[src/rtl/keypad_pkg.sv]
// rtl/keypad_pkg.sv - shared keypad state type, key code constants and encoding helpers
package keypad_pkg;

   typedef enum logic [1:0] {SCAN, DEBOUNCE, PRESSED, RELEASE} kp_state_t;

   localparam logic [3:0] KEY_A    = 4'hA;
   localparam logic [3:0] KEY_B    = 4'hB;
   localparam logic [3:0] KEY_C    = 4'hC;
   localparam logic [3:0] KEY_D    = 4'hD;
   localparam logic [3:0] KEY_STAR = 4'hE;
   localparam logic [3:0] KEY_HASH = 4'hF;

   // Layout: r0 = 1 2 3 A, r1 = 4 5 6 B, r2 = 7 8 9 C, r3 = * 0 # D
   function automatic logic [3:0] encode_key(input logic [1:0] row_idx, input logic [1:0] col_idx);
      logic [3:0] code;
      if (col_idx == 2'd3) begin
         code = KEY_A + {2'b00, row_idx};
      end else if (row_idx != 2'd3) begin
         code = {2'b00, row_idx} * 4'd3 + {2'b00, col_idx} + 4'd1;
      end else begin
         case (col_idx)
            2'd0:    code = KEY_STAR;
            2'd1:    code = 4'h0;
            default: code = KEY_HASH;
         endcase
      end
      return code;
   endfunction

   function automatic logic [1:0] low_index(input logic [3:0] bits_n);
      logic [1:0] idx;
      if (!bits_n[0])      idx = 2'd0;
      else if (!bits_n[1]) idx = 2'd1;
      else if (!bits_n[2]) idx = 2'd2;
      else                 idx = 2'd3;
      return idx;
   endfunction

endpackage

[src/rtl/sync2.sv]
// rtl/sync2.sv - parameterised-width two-flop synchroniser with synchronous active-low reset
module sync2 #(
   parameter int               WIDTH     = 4,
   parameter logic [WIDTH-1:0] RESET_VAL = '1
) (
   input  logic             clk,
   input  logic             reset,
   input  logic [WIDTH-1:0] d,
   output logic [WIDTH-1:0] q
);

   logic [WIDTH-1:0] meta;

   always_ff @(posedge clk) begin
      if (!reset) begin
         meta <= RESET_VAL;
         q    <= RESET_VAL;
      end else begin
         meta <= d;
         q    <= meta;
      end
   end

endmodule

[src/rtl/keypad_scanner.sv]
// rtl/keypad_scanner.sv - 4x4 active-low keypad column scanner with debounce and key encoding
module keypad_scanner #(
   parameter int SCAN_DIV     = 50_000,
   parameter int DEBOUNCE_CNT = 500_000
) (
   input  logic       clk,
   input  logic       reset,
   input  logic [3:0] row_n,
   output logic [3:0] col_n,
   output logic [3:0] key_code,
   output logic       key_valid,
   output logic       key_held
);
   import keypad_pkg::*;

   localparam int DIV_W = $clog2(SCAN_DIV);
   localparam int DEB_W = $clog2(DEBOUNCE_CNT);
   localparam logic [DIV_W-1:0] DIV_LAST = DIV_W'(SCAN_DIV - 1);
   localparam logic [DEB_W-1:0] DEB_LAST = DEB_W'(DEBOUNCE_CNT - 1);

   kp_state_t        state, state_nxt;
   logic [DIV_W-1:0] div_cnt, div_nxt;
   logic [DEB_W-1:0] stab_cnt, stab_nxt;
   logic [3:0]       rs, row_cap, cap_nxt, col_nxt, col_rot, code_nxt;
   logic [1:0]       col_idx;
   logic             valid_nxt, held_nxt;

   sync2 #(.WIDTH(4), .RESET_VAL(4'hF)) u_row_sync (
      .clk   (clk),
      .reset (reset),
      .d     (row_n),
      .q     (rs)
   );

   assign col_rot = {col_n[2:0], col_n[3]};
   assign col_idx = low_index(col_n);

   always_ff @(posedge clk) begin
      if (!reset) begin
         state     <= SCAN;
         div_cnt   <= '0;
         stab_cnt  <= '0;
         col_n     <= 4'b1110;
         row_cap   <= 4'hF;
         key_code  <= 4'h0;
         key_valid <= 1'b0;
         key_held  <= 1'b0;
      end else begin
         state     <= state_nxt;
         div_cnt   <= div_nxt;
         stab_cnt  <= stab_nxt;
         col_n     <= col_nxt;
         row_cap   <= cap_nxt;
         key_code  <= code_nxt;
         key_valid <= valid_nxt;
         key_held  <= held_nxt;
      end
   end

   always_comb begin
      state_nxt = state;
      div_nxt   = div_cnt;
      stab_nxt  = stab_cnt;
      col_nxt   = col_n;
      cap_nxt   = row_cap;
      code_nxt  = key_code;
      valid_nxt = 1'b0;
      held_nxt  = key_held;
      case (state)
         SCAN: begin
            if (div_cnt == DIV_LAST) begin
               div_nxt = '0;
               if (rs != 4'hF) begin
                  cap_nxt   = rs;
                  stab_nxt  = '0;
                  state_nxt = DEBOUNCE;
               end else begin
                  col_nxt = col_rot;
               end
            end else begin
               div_nxt = div_cnt + 1'b1;
            end
         end
         DEBOUNCE: begin
            // Any deviation from the captured pattern restarts the dwell in this column.
            if (rs != row_cap) begin
               div_nxt   = '0;
               stab_nxt  = '0;
               state_nxt = SCAN;
            end else if (stab_cnt == DEB_LAST) begin
               code_nxt  = encode_key(low_index(row_cap), col_idx);
               valid_nxt = 1'b1;
               held_nxt  = 1'b1;
               stab_nxt  = '0;
               state_nxt = PRESSED;
            end else begin
               stab_nxt = stab_cnt + 1'b1;
            end
         end
         PRESSED: begin
            held_nxt = 1'b1;
            if (rs == 4'hF) begin
               stab_nxt  = '0;
               state_nxt = RELEASE;
            end
         end
         RELEASE: begin
            if (rs != 4'hF) begin
               stab_nxt  = '0;
               state_nxt = PRESSED;
            end else if (stab_cnt == DEB_LAST) begin
               held_nxt  = 1'b0;
               col_nxt   = col_rot;
               div_nxt   = '0;
               stab_nxt  = '0;
               state_nxt = SCAN;
            end else begin
               stab_nxt = stab_cnt + 1'b1;
            end
         end
         default: state_nxt = SCAN;
      endcase
   end

endmodule
[config.mk]
export PLATFORM = sky130hd
export DESIGN_NAME = keypad_scanner
export DESIGN_NICKNAME = d
export VERILOG_FILES = /design/src/rtl/keypad_pkg.sv /design/src/rtl/sync2.sv /design/src/rtl/keypad_scanner.sv
export SDC_FILE = /design/constraint.sdc
export NUM_CORES = 1
export LEC_CHECK = 0
export CAP_MARGIN = 0
export CELL_PAD_IN_SITES_DETAIL_PLACEMENT = 1
export CELL_PAD_IN_SITES_GLOBAL_PLACEMENT = 1
export CORE_UTILIZATION = 49
export CTS_CLUSTER_DIAMETER = 120
export CTS_CLUSTER_SIZE = 24
export DETAILED_ROUTE_END_ITERATION = 16
export DONT_BUFFER_PORTS = 1
export PLACE_DENSITY = 0.75
export SYNTH_ARGS = -nofsm -noshare
export SYNTH_HDL_FRONTEND = slang
export SYNTH_HIERARCHICAL = 1
export SYNTH_SLANG_ARGS = --single-unit
[constraint.sdc]
create_clock -name clk -period 2.56 [get_ports clk]
set_input_delay 0.256 -clock clk [delete_from_list [all_inputs] [get_ports clk]]
set_output_delay 0.256 -clock clk [all_outputs]
set_load 0.01 [all_outputs]
==> results of run 1 <==
==> flip-flops by register name (all words and copies together) (netlist names) <==
signal,count
stab_cnt,19
div_cnt,16
col_n,4
key_code,4
row_cap,4
u_row_sync/meta,4
u_row_sync/q,4
state,2
key_held,1
key_valid,1
==> metrics by stage <==
stage	instance area (um2)	power [mW]	utilization	setup slack [ns]
after global routing	3720	1.98	0.572	0.200
after detailed placement	3440	1.01	0.530	0.373
after global placement	3440	1.01	0.530	0.407
after CTS	3710	1.93	0.571	0.355
after floorplan	3350	1.00	-	0.407
final	3720	1.91	0.572	0.360
==> how the worst max path moves through the flow <==
stage	start	to	cells after the start
floorplan	col_n[0]	key_code[2]	10
global placement	col_n[1]	key_code[2]	9
detailed placement	col_n[1]	key_code[2]	9
CTS	col_n[1]	key_code[2]	9
global route	col_n[1]	key_code[2]	9
finish	col_n[1]	key_code[2]	9
==> repair_timing <==
action                    in CTS  in global routing
hold buffers                   5                  1
gates resized for setup        0                  0
hold endpoints to repair      12                  1
==> cells in the final DEF, fill, tap and decap left out, types with 5 or more instances in the layout <==
cell type      count
dfxtp_1           59
nand2_1           31
nor3_1            25
nand4_1           17
nor2_1            16
xor2_1            16
o21ai_0           13
a21oi_1           12
and3_1            12
nand3_1           12
buf_4             12
inv_1             11
nand2b_1          11
clkbuf_8          11
mux2i_1           10
and2_1             9
ha_1               9
and4_1             8
o221a_1            8
dlygate4sd3_1      6
xnor2_1            5
==> cell type report <==
cell class | count | area [um2]
sequential | 59 | 1180
timing repair buffer | 18 | 150
clock inverter | 5 | 61.3
inverter | 11 | 41.3
multi-input combinational | 279 | 2030
fill | 763 | 2780
clock buffer | 11 | 151
tap | 77 | 96.3
==> power groups by stage <==
stage | clock network (mW) | logic, mW | registers, mW
floorplan | 0 | 0.0483 | 0.953
global placement | 0 | 0.0554 | 0.955
detailed placement | 0 | 0.0574 | 0.956
CTS | 0.927 | 0.0664 | 0.935
global route | 0.970 | 0.0735 | 0.936
finish | 0.909 | 0.0685 | 0.935
==> critical path: stages, from the launching register on <==
cell      delay, ns
dfxtp_1        0.42
inv_1          0.16
nor2_1         0.14
ha_1           0.27
fa_1           0.41
xor2_1         0.19
o21ai_0        0.12
a211oi_1       0.25
mux2i_1        0.10
nor2_1         0.08
==> layer usage <==
metal | wire [um] | track usage
met5 | 0 | 0
met4 | 127 | 0.0878
met3 | 281 | 0.0698
met2 | 4170 | 0.432
met1 | 4050 | 0.321
==> cell families (layout without fill, tap and decap cells) <==
logic type / after synthesis / in the layout / synth area share
and+or+nand+nor: 162 / 162 / 0.297
muxes: 12 / 12 / 0.0399
AOI/OAI and AO/OA: 74 / 74 / 0.175
buffers and inverters: 31 / 45 / 0.0410
DFF: 59 / 59 / 0.352
xor gates and xnor gates: 21 / 21 / 0.0548
adders and majority gates: 10 / 10 / 0.0396
==> flow_metrics.tcl, run 1 <==
set metrics [dict create \
    status "finished clean" \
    drc_errors 0 \
    hold_violations 0 \
    max_slew_margin 0.630 \
    vias 2861 \
    grt_pass1_vias 2910 \
    ir_worst_vdd_mv 0.502 \
    power_switching_share 0.238 \
    hpwl_um 6000 \
    numPortBuffers 0 \
    vias_per_cell 6.22 \
    start_util 0.516 \
    crit_path_start_kind "register" \
    fmax_mhz 455 \
    worst_skew_pair.late_latency_ns 0.35 \
    p_leak_nw 1.42 \
    cts_buffer_depth 2 \
    syn2layout_area_growth_pct 10.8 \
    p_per_area_nw_per_um2 515 \
    r2r-end "key_code[2]" \
    min_path_cells 1 \
    syn_nets 385 \
    grtUsageTotal 0.258 \
    cts_root_buf "clkbuf_8" \
    post_cts_buffers 0 \
    synth.top_cells.by_count "dfxtp_1, nand2_1, nor3_1, nand4_1" \
    async_flop_share 0 \
    die_area_um2 7180 \
    grt_pass1_wl_um 14400 \
    numCtsBuffers 9 \
    h-tree-depth 3 \
    critPathArrivalTime_ns 2.49 \
    worst_ep_required_time_ns 2.85 \
    synthDistinctLibCells 66 \
    first_pass_iters 4 \
    synth.area.top_cells "dfxtp_1, xor2_1, nor3_1" \
    rsz0062_at_grt "false" \
    tightest_slew_ns 0.555 \
    critical_path_class "reg2reg" \
    synth_edf_count 0 \
    pwr-share-clk 0.475 \
    num_io_pins 16 \
    p_seq_frac 0.489 \
    cts_tree "yes" \
    totalWireLength_um 8630 \
    setup_violations 0 \
    gp_congestion 0.766 \
    period_share 0.859 \
    wl_per_cell_um 18.8 \
    antenna_found_initial 0 \
    fin_nets 394 \
    netlist_instances 369 \
    dp.cells 438 \
    synth_top_area_cell "dfxtp_1" \
    dieHeight_um 84.7 \
    hp-class "in2reg" \
    synth.top_cell.area_share 0.352 \
    grt_overflow 0 \
    rows 29 \
    combPwrFrac 0.036 \
    grt_max_degree 24 \
    maxCapViolations 0 \
    netlist_area_um2 3350 \
    min_to "key_valid" \
    reg2reg_slack_ns 0.36 \
    yosysMostFrequentCell "dfxtp_1" \
    whs_ns 0.0324 \
    coreArea_um2 6490 \
    r2r-start "col_n[1]" \
    ys.flop_type "dfxtp_1" \
    fin_setup_tns_ns 0 \
    reg2reg_depth 9 \
    ys_warn_count 6 \
    p_sw_uw 455 \
    skew_ns 0.00592 \
    synth_area_per_cell_um2 9.09 \
    worstPathMaxFanout 7 \
    die_width_um 84.7 \
    ys_ff_latch 59 \
    clkTransAtPathRegs_ns 0.07 \
    drive_above_1_share 0.133 \
    antenna_cells 0 \
    critPathCaptureType "register" \
    cts_sinks 59 \
    period_needed_ns 2.20 \
    min_from "reset" \
    drtIter0Drc 116 \
    ys_seq_area_frac 0.352 \
    p_int_mw 1.46 \
    final_max_slew_viol_count 0 \
    finalNonFillerCells 460 \
    drtAntennaViolNets 0 \
]
(Power assumes the default switching activity.)
==> run 2: changes to the inputs <==
Settings changed: GPL_TIMING_DRIVEN from default to 0.
==> run 2 against run 1 <==
Largest power group unchanged. Non-clock buffer count grew 5. Sequential power hardly changed. Die area did not move. Via count fell by 1.2%.
==> flow_metrics.tcl, run 2 (synthesized netlist as in run 1, its figures left out) <==
set metrics [dict create \
    hpwl_um 6130 \
    grt_overflow 0 \
    final_max_slew_viol_count 0 \
    cts_sinks 59 \
    setup_violations 0 \
    grt_pass1_vias 2976 \
    max_slew_margin 0.557 \
    final_cell_mix "dfxtp_1, nand2_1, nor3_1, nand4_1" \
    min_to "u_row_sync/meta[0]" \
    worstPathMaxFanout 7 \
    num_io_pins 16 \
    path_cells "inv_1 > nor2_1 > ha_1 > fa_1 > xor2_1 > o21ai_0 > a211oi_1 > mux2i_1 > nor2_1" \
    grt_max_degree 12 \
    rsz0062_at_grt "false" \
    first_pass_iters 4 \
    critPathCaptureType "register" \
    drtAntennaViolNets 0 \
    start_util 0.516 \
    top_register "stab_cnt" \
    p_per_area_nw_per_um2 485 \
    rows 29 \
    coreArea_um2 6490 \
    cts_tree "yes" \
    hold_violations 0 \
    reg2reg_depth 9 \
    reg2reg_slack_ns 0.22 \
    min_from "row_n[0]" \
    dieHeight_um 84.7 \
    worst_ep_required_time_ns 2.84 \
    drtIter0Drc 79 \
    die_width_um 84.7 \
    cpPeakStageDelay_ns 0.45 \
    die_area_um2 7180 \
    min_path_cells 1 \
    wl_per_cell_um 18.3 \
    syn2layout_area_growth_pct 9.40 \
    grtUsageTotal 0.265 \
    antenna_found_initial 0 \
    hp-class "in2reg" \
    critPathArrivalTime_ns 2.62 \
    vias 2827 \
    cts_root_buf "clkbuf_8" \
    antenna_cells 0 \
    reg.largest.list "stab_cnt (19), div_cnt (16)" \
    status "finished clean" \
    clkTransAtPathRegs_ns 0.07 \
    fin_setup_tns_ns 0 \
    gp_congestion 0.809 \
    numPortBuffers 0 \
    skew_ns 0.00839 \
    r2r-end "key_code[2]" \
    totalWireLength_um 8530 \
    fin_nets 399 \
    worst_skew_pair.late_latency_ns 0.35 \
    cts_buffer_depth 2 \
    drc_errors 0 \
    maxCapViolations 0 \
    crit_path_start_kind "register" \
    p_leak_nw 1.39 \
    r2r-start "col_n[1]" \
    drive_above_1_share 0.116 \
    fmax_mhz 427 \
    period_share 0.915 \
    final_common_cell "dfxtp_1" \
    numCtsBuffers 9 \
    utilization 0.565 \
    fin_area_um2 3670 \
    place_area_um2 3450 \
    slowest_stage "dfxtp_1" \
    ir_worst_vdd_mv 0.378 \
    grt_pass1_wl_um 14800 \
    h-tree-depth 3 \
    largest_register_ffs 19 \
    critical_path_class "reg2reg" \
    period_needed_ns 2.34 \
    vias_per_cell 6.08 \
    tightest_slew_ns 0.664 \
    post_cts_buffers 0 \
    crit_top_cell "nor2_1" \
]
==> run 2: cell types whose count changed in the layout (fill, tap and decap cells not counted), sizes merged <==
| cell | previous run | this run |
|---|---|---|
| clkinv | 1 | 3 |
| buf | 12 | 5 |
| dlygate4sd3 | 6 | 4 |
| bufinv | 1 | 0 |
| clkbuf | 11 | 24 |
==> run 2: timing repair <==
item / 4_1_cts / 5_1_grt
hold buffers: 1 / 3
resized for setup: 0 / 5
endpoints found under the setup margin: 0 / 2
endpoints found under the hold margin: 8 / 3
==> run 2: worst max path at each step <==
stage / start / endpoint / slack (ns) / cells after the start
3_5_place_dp: col_n[0] / key_code[2] / 0.09 / 10
4_1_cts: col_n[0] / key_code[2] / 0.04 / 10
3_3_place_gp: col_n[0] / key_code[2] / 0.1 / 10
5_1_grt: col_n[0] / key_code[2] / 0.01 / 10
6_report: col_n[1] / key_code[2] / 0.22 / 9
2_1_floorplan: col_n[0] / key_code[2] / 0.41 / 10
==> run 2: stage by stage <==
| step | worst slack [ns] | power (mW) | hold slack, ns | std cells |
|---|---|---|---|---|
| after CTS | 0.0395 | 1.79 | 0.00322 | 463 |
| after floorplan | 0.407 | 1.00 | 0.329 | 369 |
| final | 0.217 | 1.78 | 0.0150 | 465 |
| after global routing | 0.0147 | 1.85 | -0.000523 | 465 |
| after detailed placement | 0.0871 | 1.02 | 0.334 | 446 |
| after global placement | 0.0982 | 1.02 | 0.332 | 446 |
==> run 2: cell type report <==
| cell class | instances | area, um2 |
|---|---|---|
| inverter | 11 | 41.3 |
| sequential | 59 | 1180 |
| tap | 77 | 96.3 |
| multi-input combinational | 279 | 2030 |
| clock inverter | 6 | 41.3 |
| buffer | 19 | 96.3 |
| fill | 762 | 2830 |
| timing repair buffer | 4 | 40.0 |
| clock buffer | 10 | 138 |
==> run 2: metal layers <==
layer / GRT usage / part of all wire
met1: 0.342 / 0.49
met4: 0.0740 / 0.010
met3: 0.0885 / 0.038
met5: 0 / 0
met2: 0.423 / 0.47
==> run 2: report_power, final <==
part	internal [mW]	switching, mW	total (mW)
Combinational	0.0243	0.0501	0.0745
Clock	0.374	0.397	0.771
Sequential	0.927	0.00745	0.935
==> run 2: critical path, delay by kind of cell, from the launching register on <==
family,cells,cell delay [ns]
xor+xnor,1,0.21
fa+ha+maj,2,0.69
compound gates,2,0.37
mux,1,0.11
flops,1,0.45
simple gates,2,0.25
buf+inv,1,0.18
==> run 3: changes to the inputs <==
Settings changed: CORE_UTILIZATION 49 to 44, PLACE_DENSITY 0.75 to 0.71.
Clock period 2.56 ns to 2.15 ns, I/O delays scaled along.
==> run 3 against run 2 <==
Wire length up 7.4%. Flip-flop and latch count unchanged. Largest cell class unchanged. Combinational power up 21%. Sequential share of layout area down 1.9 points. Maximum frequency up 12%. Cell area up 7.4%. Register-to-register slack worse by 0.16 ns. Worst setup slack worse by 0.16 ns. Global-route usage down 2.2 points. Non-clock buffer count up 9. Utilization down 2.5 points. Count of clock-buffer cells in the layout down 1. Highest routed layer unchanged.
==> flow_metrics.tcl, run 3 (synthesized netlist as in run 1, its figures left out) <==
set metrics [dict create \
    coreArea_um2 7290 \
    antenna_found_initial 0 \
    p_int_mw 1.67 \
    cts_buffer_depth 2 \
    reg2reg_depth 9 \
    fmax_mhz 479 \
    die_area_um2 7970 \
    grt_pass1_vias 2890 \
    drtAntennaViolNets 0 \
    first_pass_iters 4 \
    grt_overflow 0 \
    skew_ns 0.00592 \
    final_max_slew_viol_count 0 \
    combPwrFrac 0.040 \
    p_sw_uw 571 \
    top_usage_layer "met2" \
    p_seq_frac 0.496 \
    syn2layout_area_growth_pct 17.5 \
    whs_ns 0.357 \
    hpwl_um 6210 \
    grtUsageTotal 0.242 \
    use_met1 0.310 \
    die_width_um 89.3 \
    critPathCaptureType "register" \
    gr-usage-met3 0.0425 \
    min_path_cells 3 \
    drtIter0Drc 91 \
    h-tree-depth 3 \
    drc_errors 0 \
    max_slew_margin 0.538 \
    worstPathMaxFanout 8 \
    rows 31 \
    hold_violations 0 \
    numPortBuffers 0 \
    worst_skew_pair.late_latency_ns 0.34 \
    wl_per_cell_um 18.5 \
    clkTransAtPathRegs_ns 0.08 \
    fin_nets 408 \
    nFillCells 883 \
    p_per_area_nw_per_um2 569 \
    pwr-share-clk 0.464 \
    status "finished clean" \
    period_share 0.972 \
    dieHeight_um 89.3 \
    cts_tree "yes" \
    hp-class "in2reg" \
    grt_max_degree 13 \
    final_cell_mix "dfxtp_1, nand2_1, nor3_1, nand4_1, xor2_1" \
    cts_root_buf "clkbuf_8" \
    final_common_cell "dfxtp_1" \
    top_register "stab_cnt" \
    setup_violations 0 \
    utilization 0.540 \
    start_util 0.460 \
    vias_per_cell 5.88 \
    totalWireLength_um 9160 \
    power_switching_share 0.255 \
    drive_above_1_share 0.202 \
    reg.largest.list "stab_cnt (19), div_cnt (16)" \
    critPathArrivalTime_ns 2.37 \
    numCtsBuffers 9 \
    crit_path_start_kind "register" \
    p_leak_nw 1.45 \
    grt_pass1_wl_um 14400 \
    antenna_cells 0 \
    cts_sinks 59 \
    grt_use_met2 0.405 \
    ir_worst_vdd_mv 0.315 \
    gp_congestion 0.797 \
    worst_ep_required_time_ns 2.43 \
    largest_register_ffs 19 \
    tightest_slew_ns 0.693 \
    period_needed_ns 2.09 \
    critical_path_class "reg2reg" \
    num_io_pins 16 \
    maxCapViolations 0 \
    vias 2918 \
]
[run 3: cell count changes in the layout (fill, tap and decap cells not counted), sizes merged]
cell         delta
bufinv          +1
clkbuf          -4
dlygate4sd3     +1
buf            +11
[run 3: timing repair]
| action | 4_1_cts | 5_1_grt |
|---|---|---|
| pin swaps | 4 | 5 |
| buffers inserted | 5 | 4 |
| hold buffers | 5 | 0 |
| endpoints found under the setup margin | 28 | 30 |
| endpoints found under the hold margin | 8 | 0 |
| gates resized for setup | 16 | 29 |
[run 3: final cells by class]
cell class	count	area [um2]	area share
tap	99	124	0.0314
timing repair buffer	14	118	0.0299
multi-input combinational	279	2150	0.546
sequential	59	1190	0.303
clock inverter	7	78.8	0.0200
clock buffer	9	124	0.0314
buffer	18	108	0.0273
inverter	11	43.8	0.0111
[run 3: per-layer routing]
layer | part of all wire | vias to the layer above
met1 | 0.47 | 1455
met2 | 0.49 | 36
li1 | - | 1413
met4 | 0.014 | 0
met5 | 0 | -
met3 | 0.030 | 14
[run 3: final timing paths]
path	start	slack [ns]	to
worst max-delay path	col_n[0]	0.06	key_code[3]
worst min-delay path	reset	0.36	key_code[3]
worst max register to register	col_n[0]	0.06	key_code[3]
worst min register to register	u_row_sync/meta[2]	0.42	u_row_sync/q[2]
[run 3: per-stage QoR]
stage / instances / cell area (um2) / total power, mW / setup WS, ns / TNS [ns]
floorplan: 369 / 3350 / 1.19 / 0.0825 / 0
global placement: 468 / 3480 / 1.22 / -0.198 / -1.84
detailed placement: 468 / 3480 / 1.22 / -0.234 / -3.01
CTS: 492 / 3810 / 2.26 / 0.0184 / 0
global route: 496 / 3940 / 2.32 / -0.0271 / -0.0517
finish: 496 / 3940 / 2.24 / 0.0605 / 0
[run 3: power by group through the flow]
stage                     Sequential (mW)  Clock, mW  Combinational (mW)
after floorplan                      1.14          0              0.0575
after global placement               1.14          0              0.0786
after detailed placement             1.14          0              0.0800
after CTS                            1.11       1.06              0.0891
after global routing                 1.11       1.11              0.0989
final                                1.11       1.04              0.0903
[run 3: critical path, cell delays in order (launching register included)]
cell and delay (ns):
dfxtp_4 0.37, buf_8 0.13, inv_4 0.05, nor2_4 0.11
ha_4 0.22, buf_4 0.13, ha_1 0.25, or3b_2 0.43
a21o_1 0.18, a31oi_1 0.15
